==> src/rtl/mat_stream_tx.sv <==
// mat_stream_tx: ping-pong buffered transmitter for the 4x4 complex
// channel-matrix stream.
//
// The host fills one bank through a random-access write port and commits it
// as a frame. Committed frames are emitted as CHANNEL_SIZE back-to-back
// samples on a valid/R/I stream, in ascending element order, with no stalls.
// A forced idle gap of GAP_CYCLES cycles follows every frame, so the consumer
// always sees valid fall. Two banks let the host load frame N+1 while frame N
// is streaming.
//
// Ports:
//   clk         clock, all logic on the rising edge
//   rst         synchronous active-high reset
//   wr_en       write one element into the current fill bank
//   wr_addr     element index {row,col}, row-major
//   wr_R, wr_I  signed real/imag element
//   commit      one-cycle pulse: fill bank complete, queue it for transmit
//   valid_o     stream sample valid
//   R_o, I_o    signed stream sample, zero whenever valid_o is low
//   busy        high while the stream engine is in SEND or GAP
//   frame_done  high together with the last sample of a frame
//   pending_o   committed frames not yet fully sent (0..2)
//   overflow    sticky: a commit was rejected (cleared only by rst)
module mat_stream_tx #(
  parameter int CHANNEL_SIZE = 16,
  parameter int BIT_NUM      = 18,
  parameter int GAP_CYCLES   = 2
) (
  input  logic                      clk,
  input  logic                      rst,
  input  logic                      wr_en,
  input  logic [3:0]                wr_addr,
  input  logic signed [BIT_NUM-1:0] wr_R,
  input  logic signed [BIT_NUM-1:0] wr_I,
  input  logic                      commit,
  output logic                      valid_o,
  output logic signed [BIT_NUM-1:0] R_o,
  output logic signed [BIT_NUM-1:0] I_o,
  output logic                      busy,
  output logic                      frame_done,
  output logic [1:0]                pending_o,
  output logic                      overflow
);

  localparam int AW = 4;
  localparam int GW = (GAP_CYCLES > 1) ? $clog2(GAP_CYCLES) : 1;
  localparam logic [AW-1:0] LAST_IDX = AW'(CHANNEL_SIZE - 1);
  localparam logic [GW-1:0] GAP_LAST = GW'(GAP_CYCLES - 1);

  typedef struct packed {
    logic signed [BIT_NUM-1:0] re;
    logic signed [BIT_NUM-1:0] im;
  } sample_t;

  typedef enum logic [1:0] {
    ST_IDLE = 2'd0,
    ST_SEND = 2'd1,
    ST_GAP  = 2'd2
  } state_t;

  // ---------------------------------------------------------------------
  // Storage: two banks, no reset (contents are don't-care until written)
  // ---------------------------------------------------------------------
  sample_t bank_mem [2][CHANNEL_SIZE];

  state_t        state_q, state_d;
  logic [AW-1:0] cnt_q, cnt_d;
  logic [GW-1:0] gcnt_q, gcnt_d;
  logic [1:0]    pending_q, pending_d;
  logic          fill_ptr_q, fill_ptr_d;
  logic          send_ptr_q, send_ptr_d;
  logic          overflow_q, overflow_d;

  logic          valid_q, valid_d;
  sample_t       smp_q, smp_d;
  logic          busy_q, busy_d;
  logic          fdone_q, fdone_d;

  logic          release_w;
  logic          commit_ok;
  logic          wr_ok;
  logic [1:0]    pend_rel;

  // ---------------------------------------------------------------------
  // Bank bookkeeping
  // ---------------------------------------------------------------------
  // Release is the edge that loads the last sample into the output register.
  assign release_w = (state_q == ST_SEND) && (cnt_q == LAST_IDX);

  // Release is applied before the commit decision, so a commit coinciding
  // with a release is accepted even when both banks are occupied.
  assign pend_rel  = pending_q - {1'b0, release_w};
  assign commit_ok = commit && (pend_rel < 2'd2);

  // With both banks committed the fill bank is the one about to be sent;
  // writes are dropped so queued data is never corrupted.
  assign wr_ok     = wr_en && (pending_q != 2'd2);

  always_comb begin
    pending_d  = pend_rel + {1'b0, commit_ok};
    fill_ptr_d = fill_ptr_q ^ commit_ok;
    send_ptr_d = send_ptr_q ^ release_w;
    overflow_d = overflow_q | (commit & ~commit_ok);
  end

  always_ff @(posedge clk) begin
    if (wr_ok) begin
      bank_mem[fill_ptr_q][wr_addr] <= '{re: wr_R, im: wr_I};
    end
  end

  always_ff @(posedge clk) begin
    if (rst) begin
      pending_q  <= 2'd0;
      fill_ptr_q <= 1'b0;
      send_ptr_q <= 1'b0;
      overflow_q <= 1'b0;
    end else begin
      pending_q  <= pending_d;
      fill_ptr_q <= fill_ptr_d;
      send_ptr_q <= send_ptr_d;
      overflow_q <= overflow_d;
    end
  end

  // ---------------------------------------------------------------------
  // Stream FSM: state register
  // ---------------------------------------------------------------------
  always_ff @(posedge clk) begin
    if (rst) begin
      state_q <= ST_IDLE;
      cnt_q   <= '0;
      gcnt_q  <= '0;
    end else begin
      state_q <= state_d;
      cnt_q   <= cnt_d;
      gcnt_q  <= gcnt_d;
    end
  end

  // ---------------------------------------------------------------------
  // Stream FSM: next state
  // ---------------------------------------------------------------------
  always_comb begin
    state_d = state_q;
    cnt_d   = cnt_q;
    gcnt_d  = gcnt_q;
    unique case (state_q)
      ST_IDLE: begin
        if (pending_q != 2'd0) begin
          state_d = ST_SEND;
          cnt_d   = '0;
        end
      end
      ST_SEND: begin
        if (cnt_q == LAST_IDX) begin
          state_d = ST_GAP;
          cnt_d   = '0;
          gcnt_d  = '0;
        end else begin
          cnt_d = cnt_q + 1'b1;
        end
      end
      ST_GAP: begin
        // pending_q already reflects the release of the frame just sent.
        if (gcnt_q == GAP_LAST) begin
          state_d = (pending_q != 2'd0) ? ST_SEND : ST_IDLE;
          gcnt_d  = '0;
        end else begin
          gcnt_d = gcnt_q + 1'b1;
        end
      end
      default: begin
        state_d = ST_IDLE;
        cnt_d   = '0;
        gcnt_d  = '0;
      end
    endcase
  end

  // ---------------------------------------------------------------------
  // Stream FSM: outputs (registered, one cycle behind the state register,
  // so each GAP state cycle yields exactly one valid-low output cycle)
  // ---------------------------------------------------------------------
  always_comb begin
    valid_d = (state_q == ST_SEND);
    smp_d   = '0;
    if (state_q == ST_SEND) begin
      smp_d = bank_mem[send_ptr_q][cnt_q];
    end
    busy_d  = (state_q == ST_SEND) || (state_q == ST_GAP);
    fdone_d = release_w;
  end

  always_ff @(posedge clk) begin
    if (rst) begin
      valid_q <= 1'b0;
      smp_q   <= '0;
      busy_q  <= 1'b0;
      fdone_q <= 1'b0;
    end else begin
      valid_q <= valid_d;
      smp_q   <= smp_d;
      busy_q  <= busy_d;
      fdone_q <= fdone_d;
    end
  end

  assign valid_o    = valid_q;
  assign R_o        = smp_q.re;
  assign I_o        = smp_q.im;
  assign busy       = busy_q;
  assign frame_done = fdone_q;
  assign pending_o  = pending_q;
  assign overflow   = overflow_q;

endmodule

==> config.mk <==
export PLATFORM = sky130hd
export DESIGN_NAME = mat_stream_tx
export DESIGN_NICKNAME = d
export VERILOG_FILES = /design/src/rtl/mat_stream_tx.sv
export SDC_FILE = /design/constraint.sdc
export NUM_CORES = 1
export LEC_CHECK = 0
export CAP_MARGIN = 20
export CORE_UTILIZATION = 30
export DETAILED_ROUTE_END_ITERATION = 6
export GPL_TIMING_DRIVEN = 0
export SYNTH_ARGS = -nofsm -noshare
export SYNTH_HDL_FRONTEND = slang
export SYNTH_SLANG_ARGS = --single-unit
==> constraint.sdc <==
create_clock -name clk -period 3.55 [get_ports clk]
set_clock_uncertainty 0.2 [all_clocks]
set_input_delay 1.065 -clock clk [delete_from_list [all_inputs] [get_ports clk]]
set_output_delay 1.065 -clock clk [all_outputs]
set_load 0.005 [all_outputs]
==> results of run 1 <==
==> per-stage QoR <==
stage               power, mW  TNS [ns]
CTS                      30.8         0
detailed placement       17.7   -499.49
floorplan                16.8   -110.44
finish                   30.5         0
global route             31.4         0
global placement         17.6  -2493.07
==> worst paths after layout <==
| path | cells past startpoint | slack, ns | endpoint |
|---|---|---|---|
| hold / removal | 2 | 0.29 | overflow |
| setup / recovery | 4 | 0.04 | bank_mem[0][524] |
| hold reg to reg | 2 | 0.29 | overflow |
| setup reg to reg | 7 | 0.16 | I_o[9] |
==> critical path, delay by kind of cell <==
family	cells	cell delay, ns
buffers and inverters	2	0.73
AND/OR/NAND/NOR	2	1.88
==> synthesized netlist by cell type, types with 36 or more instances <==
cell type and number:
a211oi_1 37, edfxtp_1 1152, a21oi_1 42, clkbuf_1 63, dfxtp_1 51, a221oi_2 38
mux2i_1 218, o21ai_1 36, mux4_2 180, o22ai_1 36, nand2_1 75, nor2_1 45
==> flip-flops by register name, indices dropped and copies added, names as in the netlist <==
| name | count |
|---|---|
| bank_mem | 1152 |
| I_o | 18 |
| R_o | 18 |
| cnt_q | 4 |
| pending_o | 2 |
| state_q | 2 |
| busy | 1 |
| fill_ptr_q | 1 |
| frame_done | 1 |
| gcnt_q | 1 |
| overflow | 1 |
| send_ptr_q | 1 |
| valid_o | 1 |
==> layout make-up <==
| type | instances | area, um^2 |
|---|---|---|
| flip-flops and latches | 1203 | 35600 |
| fillers | 13800 | 97200 |
| clock buffers | 168 | 3440 |
| inverters | 9 | 33.8 |
| well taps | 2030 | 2540 |
| clock inverters | 68 | 652 |
| multi-input cells | 861 | 9640 |
| repair buffers | 137 | 1990 |
| diodes | 1 | 2.50 |
| plain buffers | 132 | 813 |
==> routing by layer <==
metal | wire length [um] | up-vias
met3 | 7210 | 179
met4 | 3280 | 4
met1 | 49200 | 12000
li1 | - | 9751
met5 | 32 | -
met2 | 57100 | 786
==> cells in the final DEF (no fill, tap or decap), types with 14 or more instances in the layout <==
master / n
mux4_2: 180
a211oi_1: 37
clkinv_2: 15
nor2_4: 32
clkdlybuf4s50_1: 85
o221ai_1: 35
dfxtp_1: 51
buf_6: 14
a21oi_1: 42
mux2i_1: 218
o21ai_1: 36
nand2_1: 75
edfxtp_1: 1152
buf_12: 31
clkbuf_16: 134
buf_2: 18
clkinv_1: 24
o22ai_1: 36
a21o_1: 35
a221oi_2: 38
buf_16: 16
a221oi_1: 35
clkbuf_1: 98
buf_4: 20
==> logic make-up after synthesis <==
group / share of synthesized area [%]
AO/OA/AOI/OAI: 5.16
AND/OR/NAND/NOR: 1.44
adder cells (fa/ha/maj): 0.191
buffers and inverters: 1.85
XOR/XNOR: 0.0764
flip-flops: 77.7
multiplexers: 13.6
==> power by group through the flow <==
| stage | Sequential [mW] | Clock, mW | Combinational [mW] |
|---|---|---|---|
| finish | 15.8 | 13.1 | 1.65 |
| detailed placement | 16.1 | 0 | 1.63 |
| global placement | 16.1 | 0 | 1.52 |
| floorplan | 16.1 | 0 | 0.731 |
| global route | 15.8 | 13.9 | 1.76 |
| CTS | 15.8 | 13.3 | 1.64 |
==> metrics.md, run 1 <==
| Metric | Value |
|---|---|
| Status | `completed` |
| Die area | `~150000 um^2` |
| Slew margin rel. | `~18%` |
| Synth area leader | `edfxtp_1` |
| Psw | `6.80 mW` |
| Routed WL per cell | `between 20 and 30 um` |
| Detail Route Antenna Nets | `0` |
| Hold_sp | `overflow` |
| Crit path cell chain | `clkdlybuf4s50_1 > nand4b_1 > nor2_4 > buf_12` |
| WHS | `0.291 ns` |
| Worst Hold Class | `flop to flop` |
| DR DRC count | `0` |
| Final WL | `approximately 120000 um` |
| Syn-to-layout area delta | `19.3%` |
| DR iter-0 viols | `~2200` |
| Synthesized area | `45900 um^2` |
| Avg Cell Area, Syn | `between 20 and 25 um^2` |
| Site Rows | `between 100 and 150` |
| Vias per std cell | `~5` |
| Layout cells sized above 1 | `21.1%` |
| Leakage | `~16 nW` |
| Final Max Tran Viols | `0` |
| Hold buffers post-CTS | `0` |
| Synth Flop Type | `edfxtp_1` |
| Synth Register Bits | `approximately 1200` |
| Routability cong. | `a little under 0.8` |
| Die Y-Extent | `393 um` |
| Post-CTS Setup Bufs | `0` |
| Sequential share of the synthesized area | `77.7%` |
| Final non-filler cell total | `about 4600` |
| Max cap viols | `0` |
| CTS tree | `yes` |
| Comb power frac | `~5.4%` |
| PwrDens | `557 nW/um^2` |
| Worst setup startpoint | `wr_addr[1]` |
| Final min period | `about 3.5 ns` |
| F_max | `285 MHz` |
| Setup ws final | `0.0443 ns` |
| Top cells by area, synth | `edfxtp_1, mux4_2, mux2i_1` |
| Root Buffer | `clkbuf_16` |
| Clk_lat worst skew | `0.76 ns` |
| Crit Path Class | `primary input to flop` |
| Final instance area | `54700 um^2` |
| Final period utilization | `a little over nine tenths` |
| Initial antenna violation count | `3` |
| First-pass GRT wire length | `166000 um` |
| Element type at the critical path start | `primary input` |
| Sequential power share | `just over 50%` |
| Post-synth cell types | `42` |
| Clock power share | `between 40% and 50%` |
| GRT overflow | `0` |
| Final hold vios | `0` |
| # IOs | `86` |
| IO buf count | `85` |
| Max Buffers Root-to-Sink | `3` |
| Initial core utilization | `between 30% and 40%` |
| Area share of the largest cell type after synthesis | `between 70% and 80%` |
| Routing usage on met3 | `3.33%` |
| Largest net degree at the start of global routing | `33` |
| Sw Ratio | `between 20% and 30%` |
| Via Count | `around 23000` |
| Chip width | `~400 um` |
| Clock Sinks | `around 1200` |
| Post-synth ARST share | `0%` |
| Cells after DPL | `approximately 4400` |
| Worst slew pin tran | `between 1 and 1.5 ns` |
| Final nets | `~2500` |
| Pre-CTS WS | `-0.723 ns` |
| CP required | `3.79 ns` |
| RSZ-0062 raised after global routing | `no` |
| M2 GR Usage | `roughly a quarter` |
| Placed instance area | `around 50000 um^2` |
| Synth warn | `0` |
| Busiest layer in global routing | `met2` |
| Met1 global-route usage | `around a fifth` |
| Worst EP arrival | `3.74 ns` |
| CP endpoint kind | `flop` |
| Crit-path slowest cell | `nor2_4` |
| Pre-antenna DRT Iters | `5` |
| Worst R2R Start | `cnt_q[1]` |
| Worst path max stage delay | `between 1 and 1.5 ns` |
| Cell count after synthesis | `between 2000 and 2500` |
| Syn nets | `2256` |
| Finished Core Util | `between 30% and 40%` |
| Vias in the first global route | `approximately 23000` |
| Cell-internal power | `roughly 24 mW` |
| Post-DP HPWL | `79000 um` |
| Total CTS buffers | `approximately 130` |
| Reg clk slew, reported paths | `around 0.060 ns` |
| Post_cts resized | `0` |
| Crit Path Max Fanout | `19` |
| Worst vdd ir | `0.539 mV` |
| Core area | `152000 um^2` |
| Tot GR Track Use | `about 15%` |
| Finish-stage setup viols | `0` |
| H-tree depth | `4` |
| Post-synth EDFFs | `about 1200` |
Note: power is estimated with default switching activity, not from simulation.
==> inputs of run 2 (changes only) <==
- SETUP_SLACK_MARGIN: not set -> 0.3
==> run 2 against run 1 <==
Against the previous run: via count is 1.8% higher; count of clock-buffer cells in the layout unchanged; critical path depth up 1; clock power about the same; register-to-register slack improved by 0.16 ns; critical endpoint is now I_o[2]; largest power group unchanged.
==> metrics.md, run 2 (synthesis gave the netlist of run 1 again) <==
| Metric | Value |
|---|---|
| # IOs | `86 (unchanged)` |
| CTS tree | `yes (unchanged)` |
| RSZ-0062 raised after global routing | `no (unchanged)` |
| Most frequent cells in the layout | `edfxtp_1, mux2i_1, mux4_2 (unchanged)` |
| DR DRC count | `0 (unchanged)` |
| Most frequent CP cell | `clkbuf_1` |
| Worst EP arrival | `3.65 ns (was 3.74 ns)` |
| Worst vdd ir | `0.536 mV (was 0.539 mV)` |
| Slew margin rel. | `18.8% (was 17.9%)` |
| Largest net degree at the start of global routing | `33 (unchanged)` |
| Core area | `152000 um^2 (unchanged)` |
| Final period utilization | `91.1% (was 98.8%)` |
| Finish-stage setup viols | `0 (unchanged)` |
| Status | `completed (unchanged)` |
| Final Max Tran Viols | `0 (unchanged)` |
| Final WL | `119000 um (was 117000 um)` |
| Setup ws final | `0.316 ns (was 0.0443 ns)` |
| Layout cells sized above 1 | `22.4% (was 21.1%)` |
| Final nets | `2564 (was 2526)` |
| Worst Hold Class | `flop to flop (unchanged)` |
| Initial core utilization | `30.2% (unchanged)` |
| Site Rows | `143 (unchanged)` |
| Root Buffer | `clkbuf_16 (unchanged)` |
| Reg clk slew, reported paths | `0.06 ns (about the same)` |
| Tot GR Track Use | `15.3% (was 15.2%)` |
| Syn-to-layout area delta | `20.7% (was 19.3%)` |
| Clock Sinks | `1203 (unchanged)` |
| Via Count | `23100 (was 22700)` |
| H-tree depth | `4 (unchanged)` |
| Max cap viols | `0 (unchanged)` |
| Wl on met1 | `49200 um (about the same)` |
| Crit-path slowest cell | `clkbuf_1 (was nor2_4)` |
| Crit Path Class | `flop to flop (was primary input to flop)` |
| DR iter-0 viols | `2175 (was 2167)` |
| Placed instance area | `50400 um^2 (unchanged)` |
| Crit Path Max Fanout | `10 (was 19)` |
| Vias per std cell | `4.97 (was 4.93)` |
| Final non-filler cell total | `4647 (was 4609)` |
| Final hold vios | `0 (unchanged)` |
| Top layer in use | `met5 (unchanged)` |
| Pwr Total | `30.5 mW (about the same)` |
| Die area | `154000 um^2 (unchanged)` |
| Crit path cell chain | `buf_2 > clkbuf_1 > clkbuf_1 > a21boi_0 > a221oi_2 (was clkdlybuf4s50_1 > nand4b_1 > nor2_4 > buf_12)` |
| Worst path max stage delay | `0.94 ns (was 1.03 ns)` |
| Final min period | `3.23 ns (was 3.51 ns)` |
| FILL cells | `13800 (about the same)` |
| Cells after DPL | `4360 (unchanged)` |
| Commonest non-fill, non-tap cell in the layout | `edfxtp_1 (unchanged)` |
| PwrDens | `551 nW/um^2 (was 557 nW/um^2)` |
| Clk_lat worst skew | `0.76 ns (about the same)` |
| IO buf count | `85 (unchanged)` |
| Element type at the critical path start | `flop (was primary input)` |
| Vias in the first global route | `23100 (was 22900)` |
| WL met2 | `58600 um (was 57100 um)` |
| Post-DP HPWL | `79000 um (unchanged)` |
| CP endpoint kind | `flop (unchanged)` |
| Routed WL per cell | `25.6 um (was 25.3 um)` |
| Pre-CTS WS | `-0.723 ns (unchanged)` |
| Total CTS buffers | `131 (unchanged)` |
| Reg with most FFs | `bank_mem (unchanged)` |
| Worst slew pin tran | `1.22 ns (was 1.23 ns)` |
| Final instance area | `55400 um^2 (was 54700 um^2)` |
| Pre-antenna DRT Iters | `7 (was 5)` |
| CP required | `3.97 ns (was 3.79 ns)` |
| Chip width | `393 um (unchanged)` |
| GRT overflow | `0 (unchanged)` |
| Die Y-Extent | `393 um (unchanged)` |
| Detail Route Antenna Nets | `0 (unchanged)` |
| Met3 WL | `7620 um (was 7210 um)` |
| Leakage | `16.6 nW (was 16.3 nW)` |
| Max Buffers Root-to-Sink | `3 (unchanged)` |
| F_max | `309 MHz (was 285 MHz)` |
| Max FFs per register | `1152 (unchanged)` |
| Routability cong. | `0.774 (unchanged)` |
| Initial antenna violation count | `2 (was 3)` |
| First-pass GRT wire length | `167000 um (was 166000 um)` |
run 2: routing by layer:
metal,vias up,GRT usage (%)
li1,9826,-
met1,12200,20.0
met2,869,25.2
met3,188,3.31
met4,2,5.08
met5,-,0
run 2: stage by stage:
stage               hold WS (ns)  setup TNS [ns]  util (%)
detailed placement         0.288         -499.49      33.2
finish                     0.293               0      36.5
global route               0.330               0      36.5
CTS                        0.302               0      36.1
floorplan                  0.260         -110.44         -
global placement           0.278        -2493.07      32.4
run 2: worst max-delay path, delay by kind of cell (launching register included):
family	cells	cell delay, ns
AOI/OAI and AO/OA	2	0.75
buffers and inverters	3	1.82
DFF	1	0.30
run 2: cell type report:
cell class,instances,area [um^2],share of cell area [%]
clock inverters,68,652,1.18
inverters,9,33.8,0.0610
plain buffers,132,817,1.48
flip-flops and latches,1203,35600,64.3
well taps,2030,2540,4.59
clock buffers,168,3440,6.21
repair buffers,174,2620,4.73
diodes,1,2.50,0.00452
multi-input cells,862,9660,17.4
run 2: repair_timing:
| action | CTS | global route |
|---|---|---|
| pin swaps | 15 | 9 |
| setup endpoints to repair | 373 | 204 |
| resized for setup | 4 | 1 |
| gates cloned | 0 | 1 |
| buffers inserted | 20 | 17 |
| hold buffers | 0 | 0 |
run 2: path summary, 6_finish.rpt:
path	from	end	slack [ns]	depth (start not counted)
worst max register to register	cnt_q[2]	I_o[2]	0.32	5
worst max-delay path	cnt_q[2]	I_o[2]	0.32	5
worst min register to register	overflow	overflow	0.29	2
worst min-delay path	overflow	overflow	0.29	2
run 2: report_power, final:
part	internal (mW)	leakage, nW	total (mW)	switching (mW)
clock network	7.37	1.98	13.0	5.67
logic	0.608	3.86	1.68	1.07
registers	15.7	10.8	15.8	0.0507
total	23.7	16.6	30.5	6.79
